### config.mk
export PLATFORM = sky130hd
export DESIGN_NAME = regbank_write_queue
export DESIGN_NICKNAME = d
export VERILOG_FILES = /design/src/rtl/regbank_write_queue.sv
export SDC_FILE = /design/constraint.sdc
export NUM_CORES = 1
export LEC_CHECK = 0
export ABC_AREA = 1
export ABC_CLOCK_PERIOD_IN_PS = 3700
export CORE_ASPECT_RATIO = 1.75
export CORE_MARGIN = 2
export CORE_UTILIZATION = 52
export DETAILED_ROUTE_END_ITERATION = 8
export PLACE_DENSITY = 0.79
export SLEW_MARGIN = 20
export SYNTH_ARGS = -nofsm -noshare
export SYNTH_HDL_FRONTEND = slang
export SYNTH_SLANG_ARGS = --single-unit
### constraint.sdc
create_clock -name clk -period 3.7 [get_ports clk]
set_input_delay 0.74 -clock clk [delete_from_list [all_inputs] [get_ports clk]]
set_output_delay 0.74 -clock clk [all_outputs]
set_load 0.005 [all_outputs]
### src/rtl/regbank_write_queue.sv
// regbank_write_queue: in-order write-back FIFO draining up to two results per cycle into the register bank.
// Define REGBANK_WQ_FORWARDING_EN to return the youngest pending value on lookupData.
module regbank_write_queue #(
  parameter int DEPTH        = 4,
  parameter int REGNUM_WIDTH = 4,
  parameter int DATA_WIDTH   = 32
) (
  input  logic                         clk,
  input  logic                         reset,
  input  logic                         pushValid,
  output logic                         pushReady,
  input  logic [REGNUM_WIDTH-1:0]      pushRegNum,
  input  logic [DATA_WIDTH-1:0]        pushData,
  output logic                         writeEnable0,
  output logic [REGNUM_WIDTH-1:0]      regNum0,
  output logic [DATA_WIDTH-1:0]        dataOut0,
  output logic                         writeEnable1,
  output logic [REGNUM_WIDTH-1:0]      regNum1,
  output logic [DATA_WIDTH-1:0]        dataOut1,
  input  logic [REGNUM_WIDTH-1:0]      lookupRegNum,
  output logic                         lookupHit,
  output logic [DATA_WIDTH-1:0]        lookupData,
  output logic [$clog2(DEPTH+1)-1:0]   count,
  output logic                         empty
);

  localparam int PW = $clog2(DEPTH);
  localparam int CW = $clog2(DEPTH+1);

  logic [REGNUM_WIDTH-1:0] regMem  [DEPTH];
  logic [DATA_WIDTH-1:0]   dataMem [DEPTH];

  logic [PW-1:0] rdPtr;
  logic [PW-1:0] wrPtr;
  logic [PW-1:0] nxtPtr;
  logic [CW-1:0] cnt;
  logic          pushAcc;
  logic          pair;
  logic [1:0]    pops;
  logic          hit;

  assign nxtPtr  = rdPtr + PW'(1);
  assign pushReady = (cnt < CW'(DEPTH)) && !reset;
  // x0 results are acknowledged but never stored
  assign pushAcc = pushValid && pushReady
                 && (pushRegNum != '0);

  // second port only when the next entry targets a different register
  assign pair = (cnt >= CW'(2))
              && (regMem[nxtPtr] != regMem[rdPtr]);
  assign writeEnable0 = (cnt != '0) && !reset;
  assign writeEnable1 = writeEnable0 && pair;
  assign pops = {1'b0, writeEnable0}
              + {1'b0, writeEnable1};

  assign regNum0  = writeEnable0 ? regMem[rdPtr]   : '0;
  assign dataOut0 = writeEnable0 ? dataMem[rdPtr]  : '0;
  assign regNum1  = writeEnable1 ? regMem[nxtPtr]  : '0;
  assign dataOut1 = writeEnable1 ? dataMem[nxtPtr] : '0;

  assign count = cnt;
  assign empty = (cnt == '0);

  // match scan over valid entries, oldest to youngest
  always_comb begin
    logic [PW-1:0] idx;
    hit = 1'b0;
    idx = rdPtr;
    for (int i = 0; i < DEPTH; i++) begin
      idx = rdPtr + PW'(i);
      if ((CW'(i) < cnt)
          && (regMem[idx] == lookupRegNum))
        hit = 1'b1;
    end
  end

  assign lookupHit = hit && !reset
                   && (lookupRegNum != '0);

`ifdef REGBANK_WQ_FORWARDING_EN
  logic [DATA_WIDTH-1:0] hitData;

  // youngest match wins, so later entries overwrite
  always_comb begin
    logic [PW-1:0] idx;
    hitData = '0;
    idx = rdPtr;
    for (int i = 0; i < DEPTH; i++) begin
      idx = rdPtr + PW'(i);
      if ((CW'(i) < cnt)
          && (regMem[idx] == lookupRegNum))
        hitData = dataMem[idx];
    end
  end

  assign lookupData = lookupHit ? hitData : '0;
`else
  assign lookupData = '0;
`endif

  // entry storage, written at the tail on accepted pushes
  always_ff @(posedge clk) begin
    if (pushAcc) begin
      regMem[wrPtr]  <= pushRegNum;
      dataMem[wrPtr] <= pushData;
    end
  end

  // pointers and occupancy
  always_ff @(posedge clk) begin
    if (reset) begin
      rdPtr <= '0;
      wrPtr <= '0;
      cnt   <= '0;
    end else begin
      if (pushAcc)
        wrPtr <= wrPtr + PW'(1);
      rdPtr <= rdPtr + PW'(pops);
      cnt   <= cnt + CW'(pushAcc) - CW'(pops);
    end
  end

endmodule

==> results.cfg <==
[outcome]
status = completed

[worst_setup_path]
start_kind = flop
end_kind = primary output
crit_chain = inv_4, nand2_2, nand2_4, nand2_1, nand2_1, nand2_1, nand2_1, nor2_2, nand2_2, nand2_1, inv_2, nand2_2, buf_6, nor2_1, clkdlybuf4s50_1
path_max_fanout = 15
worstPathRequired_ns = 2.96
r2r_start = rdPtr[1]
cp-startpoint = rdPtr[1]
cpMostUsedCell = nand2_1
critPathArrivalTime_ns = 2.78
max_stage_delay_ns = 0.50
crit_slowest_cell = clkdlybuf4s50_1
crit_type = reg2out

[cts]
clk_pin_slew_ns = 0.07
root_buffer = clkbuf_16
cts_hold_buf = 0
cts_sinks = 151
cts_made_buffers = 17
h-tree-depth = 4
tritoncts = built
ctsLongestPathBuffers = 2
clk_latency_ns = 0.43
post_cts_buffers = 0

[routing]
vias = 6163
firstDrtPassIters = 8
avgViaCountPerCell = 5.89
wl_met3_um = 1160
top_layer = met4
wl_um = 19800
drt_iter0_markers = 515
wl_per_cell_um = 18.9
dr_wl_met2_um = 10700
drc = 0
antenna_left = 0
met1Wirelength_um = 7140

[layout]
area_growth_pct = 25.1
multi_input_area_um2 = 2670
nFillCells = 1109
layout_common_cells = 177 x nand2_1, 144 x edfxtp_1, 122 x clkdlybuf4s50_1
stdcell_area_um2 = 9510
drive_gt1_share_pct = 10.3
final_cells = 1046
fin_util_pct = 66.2
final_common_cell = nand2_1
nets = 904
regArea_um2 = 4470

[logic_synthesis]
netlist_area_um2 = 7600
synth.distinct_cells = 30
synth-seq-cells = 151
seq_area_frac_synth_pct = 58.7
syn-instance-count = 739
synth_top_cell_by_area = edfxtp_1
avgSynthCellArea_um2 = 10.3
synth_top_area_share_pct = 56.9
synthTopCellsByArea = edfxtp_1 57%, nand2_1 8.9%, o22ai_1 5.3%
ys.warnings.count = 0

[placed_design]
port_buffers = 122
hpwl_um = 12800
pre_cts_slack_ns = 0.285
gp_congestion = 0.925
placed_cell_area_um2 = 8860
placed_cells = 1013

[timing]
final.setup.worst_slack_ns = 0.175
timing.hold.ws_ns = 0.569
rsz0062_at_grt = false
relSlewSlack_pct = 50.7
drv_slew = 0
finalSetupTns_ns = 0
tightest_slew_ns = 0.740
fmax_ghz = 0.284
period_minus_slack_ns = 3.52
final-setup-viol-count = 0
skew_ns = 0.0166
post-route-period-util_pct = 95.3
hold_violations = 0

[hold_path]
min_from = wrPtr[1]
hold_path.class = reg2reg

[grt]
grt_usage_pct = 25.7
grt_overflow = 0
grt_pass1_wl_um = 30500
antenna_found_initial = 0
grt_pass1_vias = 6088
grt_max_degree = 65

[floorplan]
die_w_um = 95.4
rows = 58
die_h_um = 164
start_util_pct = 52.9
ios = 155
die_area_um2 = 15600
design.core.area_um2 = 14400

[pwr]
ir_drop_v = 0.000493
power.total_mw = 6.91
leakage_nw = 3.57
p_per_area_nw_per_um2 = 726

[flow_run]
drv_cap = 0
## state kept, by name (all words and copies together), names as in the netlist
| name | flops |
|---|---|
| count | 3 |
| dataMem | 128 |
| rdPtr | 2 |
| regMem | 16 |
| wrPtr | 2 |
## critical path: cells and delay by family (launching register included)
family / cells / cell delay (ns)
and+or+nand+nor: 11 / 1.06
buffers and inverters: 4 / 0.86
DFF: 1 / 0.41
## routing by layer
layer / up-vias / GRT usage [%]
met1: 2968 / 28.2
met2: 302 / 45.8
met4: 0 / 14.4
met3: 51 / 4.40
li1: 2842 / -
met5: - / 0
## area by class of cell
class | instances | area share (%)
clock inverters | 15 | 1.91
diodes | 1 | 0.0263
clock buffers | 17 | 4.47
flip-flops and latches | 151 | 47.0
well taps | 180 | 2.37
inverters | 44 | 1.81
repair buffers | 139 | 14.4
multi-input cells | 499 | 28.1
## Yosys cell counts (all sizes together)
| library cell | n |
|---|---|
| a21o | 1 |
| a21oi | 4 |
| buf | 58 |
| clkbuf | 18 |
| conb | 1 |
| dfxtp | 7 |
| edfxtp | 144 |
| fa | 1 |
| ha | 8 |
| inv | 44 |
| nand2 | 185 |
| nand3 | 29 |
| nand3b | 1 |
| nor2 | 69 |
| nor3 | 32 |
| o21a | 1 |
| o21ai | 5 |
| o221ai | 32 |
| o22a | 32 |
| o22ai | 64 |
| o41ai | 1 |
| xor2 | 2 |
## power breakdown
group	total, mW	internal [mW]	switching [mW]
combinational	3.11	1.30	1.81
clock	1.76	1.02	0.733
sequential	2.04	1.97	0.0712
## final timing paths
kind / endpoint / slack [ns] / cells past startpoint
worst max-delay path: dataOut1[24] / 0.18 / 15
worst min-delay path: wrPtr[1] / 0.57 / 2
worst max register to register: count[2] / 0.70 / 20
worst min register to register: wrPtr[1] / 0.57 / 2
## cell families after synthesis
family          count (synthesis)  synth area share (%)
flops                         151                  58.7
compound gates                140                  13.5
simple gates                  316                  17.4
xor+xnor                        2                 0.230
other cells                     1                0.0493
buf+inv                       120                  8.44
fa+ha+maj                       9                  1.58
## repair_timing
item                       in CTS  in global routing
pin swaps                       0                  1
setup endpoints to repair      37                 37
gates resized for setup         6                 10
Power figures use the tool's default switching activity.
